`config.mk`:
```
export PLATFORM = sky130hd
export DESIGN_NAME = jtopl_mmr
export DESIGN_NICKNAME = d
export VERILOG_FILES = /design/src/rtl/jtopl_mmr_pkg.sv /design/src/rtl/jtopl_timer.sv /design/src/rtl/jtopl_mmr.sv
export SDC_FILE = /design/constraint.sdc
export NUM_CORES = 1
export LEC_CHECK = 0
export BUFFER_PORTS_ARGS = -buffer_cell sky130_fd_sc_hd__buf_2
export CELL_PAD_IN_SITES_DETAIL_PLACEMENT = 0
export CELL_PAD_IN_SITES_GLOBAL_PLACEMENT = 1
export CORE_UTILIZATION = 46
export DETAILED_ROUTE_END_ITERATION = 8
export GPL_TIMING_DRIVEN = 0
export PLACE_DENSITY_LB_ADDON = 0.3
export SYNTH_ARGS = -nofsm -noshare
export SYNTH_HDL_FRONTEND = slang
export SYNTH_HIERARCHICAL = 1
export SYNTH_SLANG_ARGS = --single-unit
export TNS_END_PERCENT = 20
```
`constraint.sdc`:
```
create_clock -name clk -period 2.85 [get_ports clk]
set_clock_uncertainty 0.1 [all_clocks]
set_input_delay 0.285 -clock clk [delete_from_list [all_inputs] [get_ports clk]]
set_output_delay 0.285 -clock clk [all_outputs]
set_load 0.02 [all_outputs]
```
`src/rtl/jtopl_mmr_pkg.sv`:
```
// Shared constants, types and address decode for the OPL CPU register interface.
package jtopl_mmr_pkg;

  localparam logic [7:0] WAVE_EN   = 8'h01;
  localparam logic [7:0] TIMER1    = 8'h02;
  localparam logic [7:0] TIMER2    = 8'h03;
  localparam logic [7:0] TIMER_CTL = 8'h04;
  localparam logic [7:0] CSM_NTS   = 8'h08;
  localparam logic [7:0] RHYTHM    = 8'hBD;

  localparam logic [7:0] OP_MULT   = 8'h20;
  localparam logic [7:0] OP_KSL_TL = 8'h40;
  localparam logic [7:0] OP_AR_DR  = 8'h60;
  localparam logic [7:0] OP_SL_RR  = 8'h80;
  localparam logic [7:0] OP_WAV    = 8'hE0;
  localparam logic [7:0] CH_FNUMLO = 8'hA0;
  localparam logic [7:0] CH_FNUMHI = 8'hB0;
  localparam logic [7:0] CH_FBCON  = 8'hC0;

  localparam int unsigned SLOT_ROT   = 18;
  localparam int unsigned PRESCALE_A = 4;
  localparam int unsigned PRESCALE_B = 16;

  typedef enum logic [3:0] {
    UpNone, UpMult, UpKslTl, UpArDr, UpSlRr, UpFnumLo, UpFnumHi, UpFbcon, UpWav
  } upd_kind_e;

  typedef enum logic {StIdle, StHold} hold_st_e;

  typedef struct packed {
    upd_kind_e   kind;
    logic [1:0]  group;
    logic [2:0]  sub;
  } upd_t;

  // Operator ranges use the top 3 address bits; channel ranges the top nibble.
  function automatic upd_t decode_upd(input logic [7:0] a);
    upd_t       r;
    logic [3:0] ch;
    r  = '{kind: UpNone, group: 2'd0, sub: 3'd0};
    ch = a[3:0];
    if (a[2:0] <= 3'd5 && a[4:3] != 2'd3) begin
      case (a[7:5])
        OP_MULT[7:5]:   r.kind = UpMult;
        OP_KSL_TL[7:5]: r.kind = UpKslTl;
        OP_AR_DR[7:5]:  r.kind = UpArDr;
        OP_SL_RR[7:5]:  r.kind = UpSlRr;
        OP_WAV[7:5]:    r.kind = UpWav;
        default:        r.kind = UpNone;
      endcase
      if (r.kind != UpNone) begin
        r.group = a[4:3];
        r.sub   = a[2:0];
      end
    end
    if (ch <= 4'd8) begin
      case (a[7:4])
        CH_FNUMLO[7:4]: r.kind = UpFnumLo;
        CH_FNUMHI[7:4]: r.kind = UpFnumHi;
        CH_FBCON[7:4]:  r.kind = UpFbcon;
        default:        ;
      endcase
      if (r.kind == UpFnumLo || r.kind == UpFnumHi || r.kind == UpFbcon) begin
        if (ch >= 4'd6) begin
          r.group = 2'd2;
          r.sub   = 3'(ch - 4'd6);
        end else if (ch >= 4'd3) begin
          r.group = 2'd1;
          r.sub   = 3'(ch - 4'd3);
        end else begin
          r.group = 2'd0;
          r.sub   = ch[2:0];
        end
      end
    end
    return r;
  endfunction

endpackage

```
`src/rtl/jtopl_timer.sv`:
```
// One OPL timer: load on start rising, count on prescaled ticks, flag on overflow.
module jtopl_timer #(
  parameter int unsigned Div = 4
) (
  input  logic       clk,
  input  logic       rst_n,
  input  logic       sample,
  input  logic [3:0] presc,
  input  logic [7:0] value,
  input  logic       start,
  input  logic       mask,
  input  logic       clr_flag,
  output logic       flag
);

  localparam logic [3:0] PhaseLast = 4'(Div - 1);

  logic       tick;
  logic       ovf;
  logic       start_q;
  logic       flag_q;
  logic [7:0] cnt_q;

  // The prescaler is shared; this timer ticks on the last phase of its divide.
  assign tick = sample && ((presc & PhaseLast) == PhaseLast);
  assign ovf  = start && start_q && tick && (cnt_q == 8'hFF);
  assign flag = flag_q;

  always_ff @(posedge clk or negedge rst_n) begin
    if (!rst_n) begin
      start_q <= 1'b0;
      cnt_q   <= 8'd0;
      flag_q  <= 1'b0;
    end else begin
      start_q <= start;
      if (start && !start_q) begin
        cnt_q <= value;
      end else if (start && tick) begin
        cnt_q <= ovf ? value : cnt_q + 8'd1;
      end
      // A flag clear coinciding with overflow wins for that clock.
      if (clr_flag) begin
        flag_q <= 1'b0;
      end else if (ovf && !mask) begin
        flag_q <= 1'b1;
      end
    end
  end

endmodule

```
`src/rtl/jtopl_mmr.sv`:
```
// OPL CPU bus decode: global/timer registers and held slot/channel update requests.
module jtopl_mmr
  import jtopl_mmr_pkg::*;
(
  input  logic       clk,
  input  logic       rst_n,
  input  logic       cen,
  input  logic [7:0] din,
  input  logic       addr,
  input  logic       cs_n,
  input  logic       wr_n,
  input  logic       zero,
  output logic [7:0] dout,
  output logic       irq_n,
  output logic       busy,
  output logic       write,
  output logic [1:0] sel_group,
  output logic [2:0] sel_sub,
  output logic       up_mult,
  output logic       up_ksl_tl,
  output logic       up_ar_dr,
  output logic       up_sl_rr,
  output logic       up_fnumlo,
  output logic       up_fnumhi,
  output logic       up_fbcon,
  output logic       up_wav,
  output logic [7:0] data,
  output logic       csm,
  output logic       nts,
  output logic       am_dep,
  output logic       vib_dep,
  output logic       wav_en
);

  localparam logic [4:0] HoldLast = 5'(SLOT_ROT - 1);

  logic       strobe, strobe_q, we, addr_we, data_we;
  logic       upd_start, clr_flags, sample;
  upd_t       upd;
  logic [7:0] sel_reg_q, data_q, val_a_q, val_b_q;
  logic [1:0] sel_group_q;
  logic [2:0] sel_sub_q;
  upd_kind_e  kind_q;
  logic       write_q;
  logic       st_a_q, st_b_q, mask_a_q, mask_b_q;
  logic       csm_q, nts_q, am_q, vib_q, wav_en_q;
  logic [3:0] presc_q;
  logic [4:0] hold_cnt_q;
  hold_st_e   state_q, state_d;
  logic       flag_a, flag_b, irq;

  assign strobe    = !cs_n && !wr_n;
  assign we        = strobe && !strobe_q;
  assign addr_we   = we && !addr;
  assign data_we   = we && addr;
  assign upd       = decode_upd(sel_reg_q);
  assign upd_start = data_we && (upd.kind != UpNone);
  assign clr_flags = data_we && (sel_reg_q == TIMER_CTL) && din[7];
  assign sample    = zero && cen;

  always_ff @(posedge clk or negedge rst_n) begin
    if (!rst_n) begin
      strobe_q    <= 1'b0;
      write_q     <= 1'b0;
      sel_reg_q   <= 8'd0;
      data_q      <= 8'd0;
      val_a_q     <= 8'd0;
      val_b_q     <= 8'd0;
      st_a_q      <= 1'b0;
      st_b_q      <= 1'b0;
      mask_a_q    <= 1'b0;
      mask_b_q    <= 1'b0;
      csm_q       <= 1'b0;
      nts_q       <= 1'b0;
      am_q        <= 1'b0;
      vib_q       <= 1'b0;
      wav_en_q    <= 1'b0;
      sel_group_q <= 2'd0;
      sel_sub_q   <= 3'd0;
      kind_q      <= UpNone;
      presc_q     <= 4'd0;
    end else begin
      strobe_q <= strobe;
      write_q  <= data_we;
      if (sample) presc_q <= presc_q + 4'd1;
      if (addr_we) sel_reg_q <= din;
      if (data_we) begin
        data_q <= din;
        case (sel_reg_q)
          WAVE_EN: wav_en_q <= din[5];
          TIMER1:  val_a_q  <= din;
          TIMER2:  val_b_q  <= din;
          TIMER_CTL: begin
            if (!din[7]) begin
              mask_a_q <= din[6];
              mask_b_q <= din[5];
              st_b_q   <= din[1];
              st_a_q   <= din[0];
            end
          end
          CSM_NTS: begin
            csm_q <= din[7];
            nts_q <= din[6];
          end
          RHYTHM: begin
            am_q  <= din[7];
            vib_q <= din[6];
          end
          default: ;
        endcase
      end
      if (upd_start) begin
        sel_group_q <= upd.group;
        sel_sub_q   <= upd.sub;
        kind_q      <= upd.kind;
      end
    end
  end

  // Hold FSM: keeps the request up for a full slot rotation.
  always_ff @(posedge clk or negedge rst_n) begin
    if (!rst_n) begin
      state_q    <= StIdle;
      hold_cnt_q <= 5'd0;
    end else begin
      state_q <= state_d;
      if (upd_start) begin
        hold_cnt_q <= 5'd0;
      end else if (state_q == StHold && cen) begin
        hold_cnt_q <= hold_cnt_q + 5'd1;
      end
    end
  end

  always_comb begin
    state_d = state_q;
    case (state_q)
      StIdle: if (upd_start) state_d = StHold;
      StHold: begin
        if (upd_start) begin
          state_d = StHold;
        end else if (cen && hold_cnt_q == HoldLast) begin
          state_d = StIdle;
        end
      end
      default: state_d = StIdle;
    endcase
  end

  always_comb begin
    busy      = (state_q == StHold);
    up_mult   = 1'b0;
    up_ksl_tl = 1'b0;
    up_ar_dr  = 1'b0;
    up_sl_rr  = 1'b0;
    up_fnumlo = 1'b0;
    up_fnumhi = 1'b0;
    up_fbcon  = 1'b0;
    up_wav    = 1'b0;
    if (busy) begin
      case (kind_q)
        UpMult:   up_mult   = 1'b1;
        UpKslTl:  up_ksl_tl = 1'b1;
        UpArDr:   up_ar_dr  = 1'b1;
        UpSlRr:   up_sl_rr  = 1'b1;
        UpFnumLo: up_fnumlo = 1'b1;
        UpFnumHi: up_fnumhi = 1'b1;
        UpFbcon:  up_fbcon  = 1'b1;
        UpWav:    up_wav    = 1'b1;
        default:  ;
      endcase
    end
  end

  jtopl_timer #(.Div(PRESCALE_A)) u_timer_a (
    .clk      (clk),
    .rst_n    (rst_n),
    .sample   (sample),
    .presc    (presc_q),
    .value    (val_a_q),
    .start    (st_a_q),
    .mask     (mask_a_q),
    .clr_flag (clr_flags),
    .flag     (flag_a)
  );

  jtopl_timer #(.Div(PRESCALE_B)) u_timer_b (
    .clk      (clk),
    .rst_n    (rst_n),
    .sample   (sample),
    .presc    (presc_q),
    .value    (val_b_q),
    .start    (st_b_q),
    .mask     (mask_b_q),
    .clr_flag (clr_flags),
    .flag     (flag_b)
  );

  assign irq       = flag_a | flag_b;
  assign irq_n     = !irq;
  assign dout      = {irq, flag_a, flag_b, 5'b0};
  assign write     = write_q;
  assign sel_group = sel_group_q;
  assign sel_sub   = sel_sub_q;
  assign data      = data_q;
  assign csm       = csm_q;
  assign nts       = nts_q;
  assign am_dep    = am_q;
  assign vib_dep   = vib_q;
  assign wav_en    = wav_en_q;

endmodule
```
Word level (Yosys, flattened, before mapping)
Cells that the tools add are included.
Word-level totals
  logic and storage cells: 162
  register bits after elaboration: 82
  input bits: 15
  output and inout port bits: 37
Cells by class
  muxes and demuxes: 42
  bitwise gates (word level): 3
  reductions and logical operators: 49
  eq/ne operators: 31
  $add $sub $neg: 6
  magnitude comparators: 4
Operators with widths (count)
  $mux 8: 6
  $eq 4x3->1 const B: 7
  $logic_and 1x1->1: 25
  $mux 5: 5
  $eq 8x8->1 const B: 3
  $mux 1: 23
  $eq 4x4->1 const B: 5
  $pmux 4 s5: 1
  $mux 9: 2
  $add 8x1->8 const B: 2
  $eq 8x2->1 const B: 2
  $mux 4: 3
  $pmux 4 s3: 1
  $reduce_and 2->1: 5
  $reduce_bool 2->1: 5
  $logic_not 1->1: 9
  $eq 4x2->1 const B: 2
  $eq 8x1->1 const B: 1
  $eq 8x3->1 const B: 1
  $eq 8x4->1 const B: 1
  $reduce_bool 4->1: 2
  $eq 3x2->1 const B: 2
  $eq 3x3->1 const B: 2
  $add 5x1->5 const B: 1
  17 further kinds: 19

Logic depth before layout (Yosys ltp)
Gate-level depths: netlist of the first run.
  word-level depth: 17
  depth in mapped cells: 8
  gate-level depth less buffers: 7

By module
Netlist of the first run, hierarchy kept.
By module, submodules not included
  jtopl_mmr: sequential area each 1551.5 um2, times used 1, cells an instance 275, area an instance 3056.7 um2
  jtopl_timer (u_timer_b): sequential area each 250.2 um2, times used 1, cells an instance 77, area an instance 708.2 um2
  jtopl_timer (u_timer_a): sequential area each 250.2 um2, times used 1, cells an instance 62, area an instance 619.3 um2

Worst setup path before layout of the first run
Ideal clock, no wire load.
  path kind: register to register
  start: register sel_reg_q[0]
  end: register sel_sub_q[0] (netlist: sel_sub[0])
  slack: 0.789 ns
  setup time: 0.119 ns
  period minus slack after synthesis: 2.061 ns
  path buffers: 0
  cell stages (with the launch flop): 8
  data arrival time: 1.842 ns
  required time: 2.631 ns
  cells stage by stage: dfrtp_1 -> inv_1 -> ha_1 -> or2b_2 -> a221oi_4 -> o211ai_1 -> xnor2_1 -> o21ai_2
Between the ends
  word-level cells in the longest chain between the ends: 10
  elaborated cells on any way between the ends: 22
  those cells by class: 2 x add/sub; 4 x order compare; 3 x eq/ne; 8 x mux; 5 x reduce/logical
Ends and longest elaborated chain
  from (decl): line jtopl_mmr.sv:40  | logic [7:0] sel_reg_q, data_q, val_a_q, val_b_q;
  from (signal assigned): line jtopl_mmr.sv:86  | if (addr_we) sel_reg_q <= din;
  $le 3x3->1: line jtopl_mmr_pkg.sv:42  | if (a[2:0] <= 3'd5 && a[4:3] != 2'd3) begin
  $logic_and 1x1->1: line jtopl_mmr_pkg.sv:42
  $mux 9: line jtopl_mmr_pkg.sv:42
  $pmux 4 s3: line jtopl_mmr_pkg.sv:57  | case (a[7:4])
  $mux 4: line jtopl_mmr_pkg.sv:56  | if (ch <= 4'd8) begin
  $eq 4x3->1: line jtopl_mmr_pkg.sv:63  | if (r.kind == UpFnumLo || r.kind == UpFnumHi || r.kind == UpFbcon) begin
  $logic_or 1x1->1 (2 in series): line jtopl_mmr_pkg.sv:63
  $mux 5: line jtopl_mmr_pkg.sv:63
  $mux 9 (*): line jtopl_mmr_pkg.sv:56
  to (signal assigned): line jtopl_mmr.sv:114  | sel_sub_q <= upd.sub;
  to (decl): line jtopl_mmr.sv:42  | logic [2:0] sel_sub_q;
Every way passes the cells marked *; elsewhere a longest branch is shown, timed or not. The select of a mux whose other input is x is not followed.
A chain may end at the register's enable or synchronous reset.

Worst setup path in the final report of the first run
  start: register sel_reg_q[0]
  end: register kind_q[3]
Between the ends
  word-level cells in the longest chain between the ends: 8
  elaborated cells on any way between the ends: 9
  those cells by class: 2 x order compare; 4 x mux; 3 x reduce/logical
Ends and longest elaborated chain
  $le 3x3->1: line jtopl_mmr_pkg.sv:42
  $logic_and 1x1->1: line jtopl_mmr_pkg.sv:42
  $mux 9: line jtopl_mmr_pkg.sv:42
  $pmux 4 s3: line jtopl_mmr_pkg.sv:57
  $mux 4: line jtopl_mmr_pkg.sv:56
  $mux 9 (*): line jtopl_mmr_pkg.sv:56
  $reduce_bool 4->1: line jtopl_mmr.sv:57  | assign upd_start = data_we && (upd.kind != UpNone);
  $logic_and 1x1->1: line jtopl_mmr.sv:57
  to (signal assigned): line jtopl_mmr.sv:80  | kind_q <= UpNone;
  to (signal assigned): line jtopl_mmr.sv:115  | kind_q <= upd.kind;
  to (decl): line jtopl_mmr.sv:43  | upd_kind_e kind_q;
Marks and branches as above.

==> flow_summary.ini, run 1 <==
[synth]
yosys.area.top_type_share_pct = 46.8
synth.most_common_cell = dfrtp_1
syn_area_per_cell_um2 = 10.6
synth_top_flop_cell = dfrtp_1
async_flop_share_pct = 100
synth_seq_cells = 82
syn_inst = 414
synth.distinct_cells = 78
yosys_warnings = 6
yosysSeqAreaShare_pct = 46.8
synth-edff-count = 0
synth_area_leaders = dfrtp_1 (47%), mux2_2 (8.5%), nand2_1 (4.6%)
syn_area_um2 = 4380
synthTopCellsByCount = dfrtp_1 (82), nand2_1 (54), mux2_2 (33)
yosysTopAreaCell = dfrtp_1

[critical_path]
critPathCaptureType = flop
cp.required_ns = 2.98
startpoint_type = flop
cp_slowest_cell = a221oi_4
worstSetupPathType = flop to flop
cp_top_family = compound AO/OA/AOI/OAI gates
path_max_fanout = 10
critPathArrivalTime_ns = 2.45
path_buf_inv = 2
critPathMaxStageDelay_ns = 0.46
cp_cell_sequence = inv_1, ha_1, or2b_2, a221oi_4, o21ai_2, buf_6, nand2_1, o41ai_1

[die]
initial_core_util_pct = 47.4
fp.dieH_um = 99.6
ios = 52
die_area_um2 = 9930
core_area_um2 = 9240
placementRows = 35
die_x_um = 99.6

[routing]
drc = 0
routed_wl_um = 9330
routed-via-count = 3331
drt_iter0_drc = 139
firstDrtPassIters = 4
drt-wirelength-per-cell_um = 15.2
ant_nets = 0
viasPerCell = 5.44

[final_layout]
area_growth_pct = 14.6
final_cell_area_um2 = 5020
n_antenna_cell = 0
drive_gt1_share_pct = 29.0
final_nets = 504

[global_routing]
gr-usage-met2_pct = 30.0
grt_first_pass_wirelength_um = 15600
grt_overflow = 0
grt.total_usage_pct = 20.3
met1_usage_pct = 29.7
grt_pass1_vias = 3098
use_met3_pct = 3.79
grt-busiest-layer = met2
grt_max_degree = 56
antenna_found_initial = 0

[sta]
fmax_mhz = 430
post-route-period-util_pct = 81.5
finalSetupTns_ns = 0
worstMarginPinSlew_ns = 0.513
report.final.setup_viol = 0
drv_slew = 0
slew_headroom_pct = 65.8
rsz0062_at_grt = no
hold_viol = 0
fin_crit_ns = 2.32

[min_path]
hold_class = input port to flop

[placed_design]
placed_area_um2 = 4820
portBuffers = 46
post-dp-hpwl_um = 6840
globalplace.congestion = 0.904

[clock_tree]
cts_tree = built
post_cts_buffers = 0
clk_path_buf_depth = 2
worstSkewPairLatency_ns = 0.35
cts.sinks = 82
cts-root-buf = clkbuf_8
clk_pin_slew_ns = 0.08
cts_max_level = 3
cts_buffers = 9

[pwr]
vdd_drop_max_v = 0.000341
power_w = 0.00351
leakage_nw = 2.34
powerDensity_nw_per_um2 = 700

[run_status]
outcome = complete, no violations

[job]
maxCapViolCount = 0
==> path summary, 6_finish.rpt <==
path | from | to | slack, ns | cells past startpoint
setup / recovery | sel_reg_q[0] | kind_q[3] | 0.53 | 8
hold / removal | din[2] | data[2] | 0.11 | 3
setup reg to reg | sel_reg_q[0] | kind_q[3] | 0.53 | 8
hold reg to reg | sel_sub[2] | sel_sub[2] | 0.37 | 2
max in group asynchronous | rst_n | st_b_q | 1.75 | 3
min in group asynchronous | rst_n | u_timer_b/cnt_q[3] | 0.29 | 2
==> worst reg2reg max path, delay by kind of cell (launching register included) <==
family / cells / cell delay (ns)
buffers and inverters: 2 / 0.38
adder cells (fa/ha/maj): 1 / 0.21
AND/OR/NAND/NOR: 2 / 0.41
AO/OA/AOI/OAI: 3 / 0.71
flip-flops: 1 / 0.40
==> report_power, final <==
group	internal, W	switching [W]
sequential	0.00142	0.000279
clock	0.000359	0.000396
combinational	0.000469	0.000592
==> placed cells by master (no fill, tap or decap), types with 6 or more instances in the layout <==
| cell | synthesis | layout |
|---|---|---|
| a21oi_1 | 13 | 13 |
| nand2_1 | 54 | 54 |
| inv_1 | 12 | 12 |
| nand3_1 | 14 | 14 |
| o21ai_0 | 11 | 11 |
| nand4_1 | 10 | 10 |
| dfrtp_1 | 82 | 82 |
| buf_4 | 8 | 9 |
| clkbuf_1 | 7 | 9 |
| ha_1 | 10 | 10 |
| clkbuf_8 | 2 | 13 |
| buf_2 | 2 | 47 |
| nor2_1 | 31 | 31 |
| nor3_1 | 6 | 6 |
| mux2_2 | 33 | 33 |
==> stage by stage <==
step           cells  utilization (%)  setup slack, ns  hold slack [ns]
5_1_grt          612             54.4            0.397           0.0997
2_1_floorplan    418                -            0.789           -0.111
4_1_cts          612             54.4            0.515           0.0919
3_5_place_dp     594             52.2            0.519            0.134
6_report         612             54.4            0.527            0.110
3_3_place_gp     593             51.8            0.530            0.354
==> state kept, by name, indices dropped and copies added (netlist names), 2 cells and up <==
| register | flops |
|---|---|
| u_timer_b/cnt_q | 8 |
| sel_sub | 3 |
| kind_q | 4 |
| data | 8 |
| val_b_q | 8 |
| sel_reg_q | 8 |
| val_a_q | 8 |
| sel_group | 2 |
| presc_q | 4 |
| u_timer_a/cnt_q | 8 |
| hold_cnt_q | 5 |
==> area by class of cell <==
type	instances	area, um2
sequential	82	2050
tap	129	161
clock inverter	2	12.5
timing repair buffer	50	290
fill	881	4220
multi-input combinational	302	2150
clock buffer	13	159
inverter	13	48.8
buffer	21	146
==> per-layer routing <==
metal	wire length (um)	share of wire, %
met1	4580	49
met2	4180	45
met3	385	4.1
met4	181	1.9
met5	0	0
==> repair_timing <==
item / 4_1_cts / 5_1_grt
gates resized for setup: 0 / 0
hold buffers: 3 / 0
endpoints found under the hold margin: 28 / 0
==> logic make-up (layout without fill, tap and decap cells) <==
logic type               count (synthesis)  count (layout)  synth area share (%)
AO/OA/AOI/OAI                           75              75                  13.2
XOR/XNOR                                10              10                  2.00
adder cells (fa/ha/maj)                 10              10                  2.85
buffers and inverters                   34              99                  4.45
flip-flops                              82              82                  46.8
multiplexers                            36              36                  9.16
other                                    1               5                0.0855
AND/OR/NAND/NOR                        166             166                  21.4
Power figures use the tool's default switching activity.
==> run 2, diff against run 1 <==
--- a/config.mk
+++ b/config.mk
@@ -8,7 +8,7 @@
 export BUFFER_PORTS_ARGS = -buffer_cell sky130_fd_sc_hd__buf_2
 export CELL_PAD_IN_SITES_DETAIL_PLACEMENT = 0
 export CELL_PAD_IN_SITES_GLOBAL_PLACEMENT = 1
-export CORE_UTILIZATION = 46
+export CORE_UTILIZATION = 42
 export DETAILED_ROUTE_END_ITERATION = 8
 export GPL_TIMING_DRIVEN = 0
 export PLACE_DENSITY_LB_ADDON = 0.3
==> constraint.sdc (replaced) <==
create_clock -name clk -period 2.05 [get_ports clk]
set_clock_uncertainty 0.1 [all_clocks]
set_input_delay 0.205 -clock clk [delete_from_list [all_inputs] [get_ports clk]]
set_output_delay 0.205 -clock clk [all_outputs]
set_load 0.02 [all_outputs]
==> run 2 against run 1 <==
  * Sequential share of layout area decreased by 1.1 points
  * Clock-buffer cell count decreased by 2
  * Routed wire length increased by 8.0%
  * Critical path type unchanged
  * Critical endpoint is now sel_group[1]
==> flow_summary.ini, run 2 (synthesis gave the netlist of run 1 again) <==
[run_status]
outcome = complete, no violations

[clock_tree]
worstSkewPairLatency_ns = 0.34
cts_tree = built
clk_path_buf_depth = 2
cts_buffers = 9
cts-root-buf = clkbuf_8
cts_max_level = 3
cts.sinks = 82
clk_pin_slew_ns = 0.09

[min_path]
hold_class = input port to flop

[critical_path]
timing.rr.start = sel_reg_q[0]
critPathArrivalTime_ns = 2.21
worstSetupPathType = flop to flop
crit_path_start = sel_reg_q[0]
path_max_fanout = 5
critPathCaptureType = flop
startpoint_type = flop
r2r_end = sel_group[1]
ff2ff_setup_slack_ns = 0.02
crit_end = sel_group[1]
cp.required_ns = 2.23
reg2reg_depth = 9

[routing]
ant_nets = 0
drc = 0
drt_iter0_drc = 152
drt-wirelength-per-cell_um = 16.2
routed-via-count = 3380
viasPerCell = 5.43
firstDrtPassIters = 6
routed_wl_um = 10100

[final_layout]
final_nets = 509
final_common_cell = dfrtp_1
area_growth_pct = 17.8
drive_gt1_share_pct = 32.7
final_cell_mix = dfrtp_1 (81), nand2_1 (52), buf_2 (47)
post-route-util_pct = 51.9
n_antenna_cell = 0

[global_routing]
grt_first_pass_wirelength_um = 16600
antenna_found_initial = 0
grt_overflow = 0
grt.total_usage_pct = 19.3
grt_pass1_vias = 3242
grt_max_degree = 66

[die]
placementRows = 36
fp.dieH_um = 104
initial_core_util_pct = 44.0
die_area_um2 = 10900
core_area_um2 = 9950
die_x_um = 104
ios = 52

[pwr]
vdd_drop_max_v = 0.000433
power_w = 0.00518
powerDensity_nw_per_um2 = 1000
leakage_nw = 2.38

[job]
maxCapViolCount = 0

[sta]
report.final.setup_viol = 0
hold_viol = 0
fmax_mhz = 492
post-route-period-util_pct = 99.2
fin_crit_ns = 2.03
setup_ws_ns = 0.0172
finalSetupTns_ns = 0
rsz0062_at_grt = yes
drv_slew = 0

[placed_design]
dp_slack_ns = -0.249
post-dp-hpwl_um = 7110
portBuffers = 46
globalplace.congestion = 0.846
-- run 2: cell types whose count changed in the layout (fill, tap and decap cells not counted), sizes merged --
| cell | change |
|---|---|
| bufinv | +1 |
| clkinvlp | +1 |
| clkbuf | -2 |
| dlygate4sd3 | -1 |
| buf | +6 |
| inv | +1 |
-- run 2: final cells by class --
cell class | instances | area [um2]
Fill cell | 911 | 4790
Tap cell | 133 | 166
Multi-Input combinational cell | 302 | 2220
Sequential cell | 82 | 2050
Buffer | 21 | 146
Inverter | 13 | 48.8
Timing Repair Buffer | 55 | 325
Clock buffer | 11 | 141
Clock inverter | 5 | 62.6
-- run 2: worst min-delay path by stage --
stage	startpoint	to	slack, ns	cells after the start
6_report	din[3]	data[3]	0.03	3
5_1_grt	din[3]	data[3]	0.02	3
4_1_cts	din[3]	data[3]	0.01	3
3_5_place_dp	rst_n	u_timer_a/start_q	0.005	1
3_3_place_gp	cs_n	strobe_q	0.29	2
2_1_floorplan	rst_n	am_dep	-0.19	0
-- run 2: per-stage QoR --
step / instance area [um2] / instances / hold WS (ns)
after CTS: 5090 / 620 / 0.0112
after floorplan: 4400 / 418 / -0.191
after global routing: 5160 / 622 / 0.0237
after global placement: 4800 / 597 / 0.285
final: 5160 / 622 / 0.0258
after detailed placement: 4830 / 598 / 0.00477
-- run 2: repair_timing --
action / CTS / global route
endpoints found under the setup margin: 15 / 34
pin swaps: 2 / 4
resized for setup: 5 / 12
buffers inserted: 4 / 2
endpoints found under the hold margin: 83 / 0
hold buffers: 2 / 0
-- run 2: where the power goes --
part / leakage (nW) / internal [W] / total, W / switching, W
combinational: 1.23 / 0.000703 / 0.00160 / 0.000892
clock: 0.0962 / 0.000604 / 0.00123 / 0.000621
sequential: 1.06 / 0.00197 / 0.00236 / 0.000387
total: 2.38 / 0.00328 / 0.00518 / 0.00190
-- run 2: worst max-delay path, stage by stage (launching register included) --
cell	delay, ns
dfrtp_1	0.41
inv_2	0.10
ha_4	0.13
or2b_4	0.28
a221oi_4	0.39
buf_4	0.17
buf_4	0.10
nor2b_1	0.12
a21oi_1	0.06
o21ai_2	0.11
-- run 2: metal layers --
layer  vias to the layer above  part of all wire (%)  GRT usage (%)  routed length (um)
li1                       1629                     -              -                   -
met1                      1679                    49           28.2                4970
met2                        68                    46           28.9                4630
met3                         4                   3.5           3.32                 355
met4                         0                   1.1           6.12                 110
met5                         -                     0              0                   0
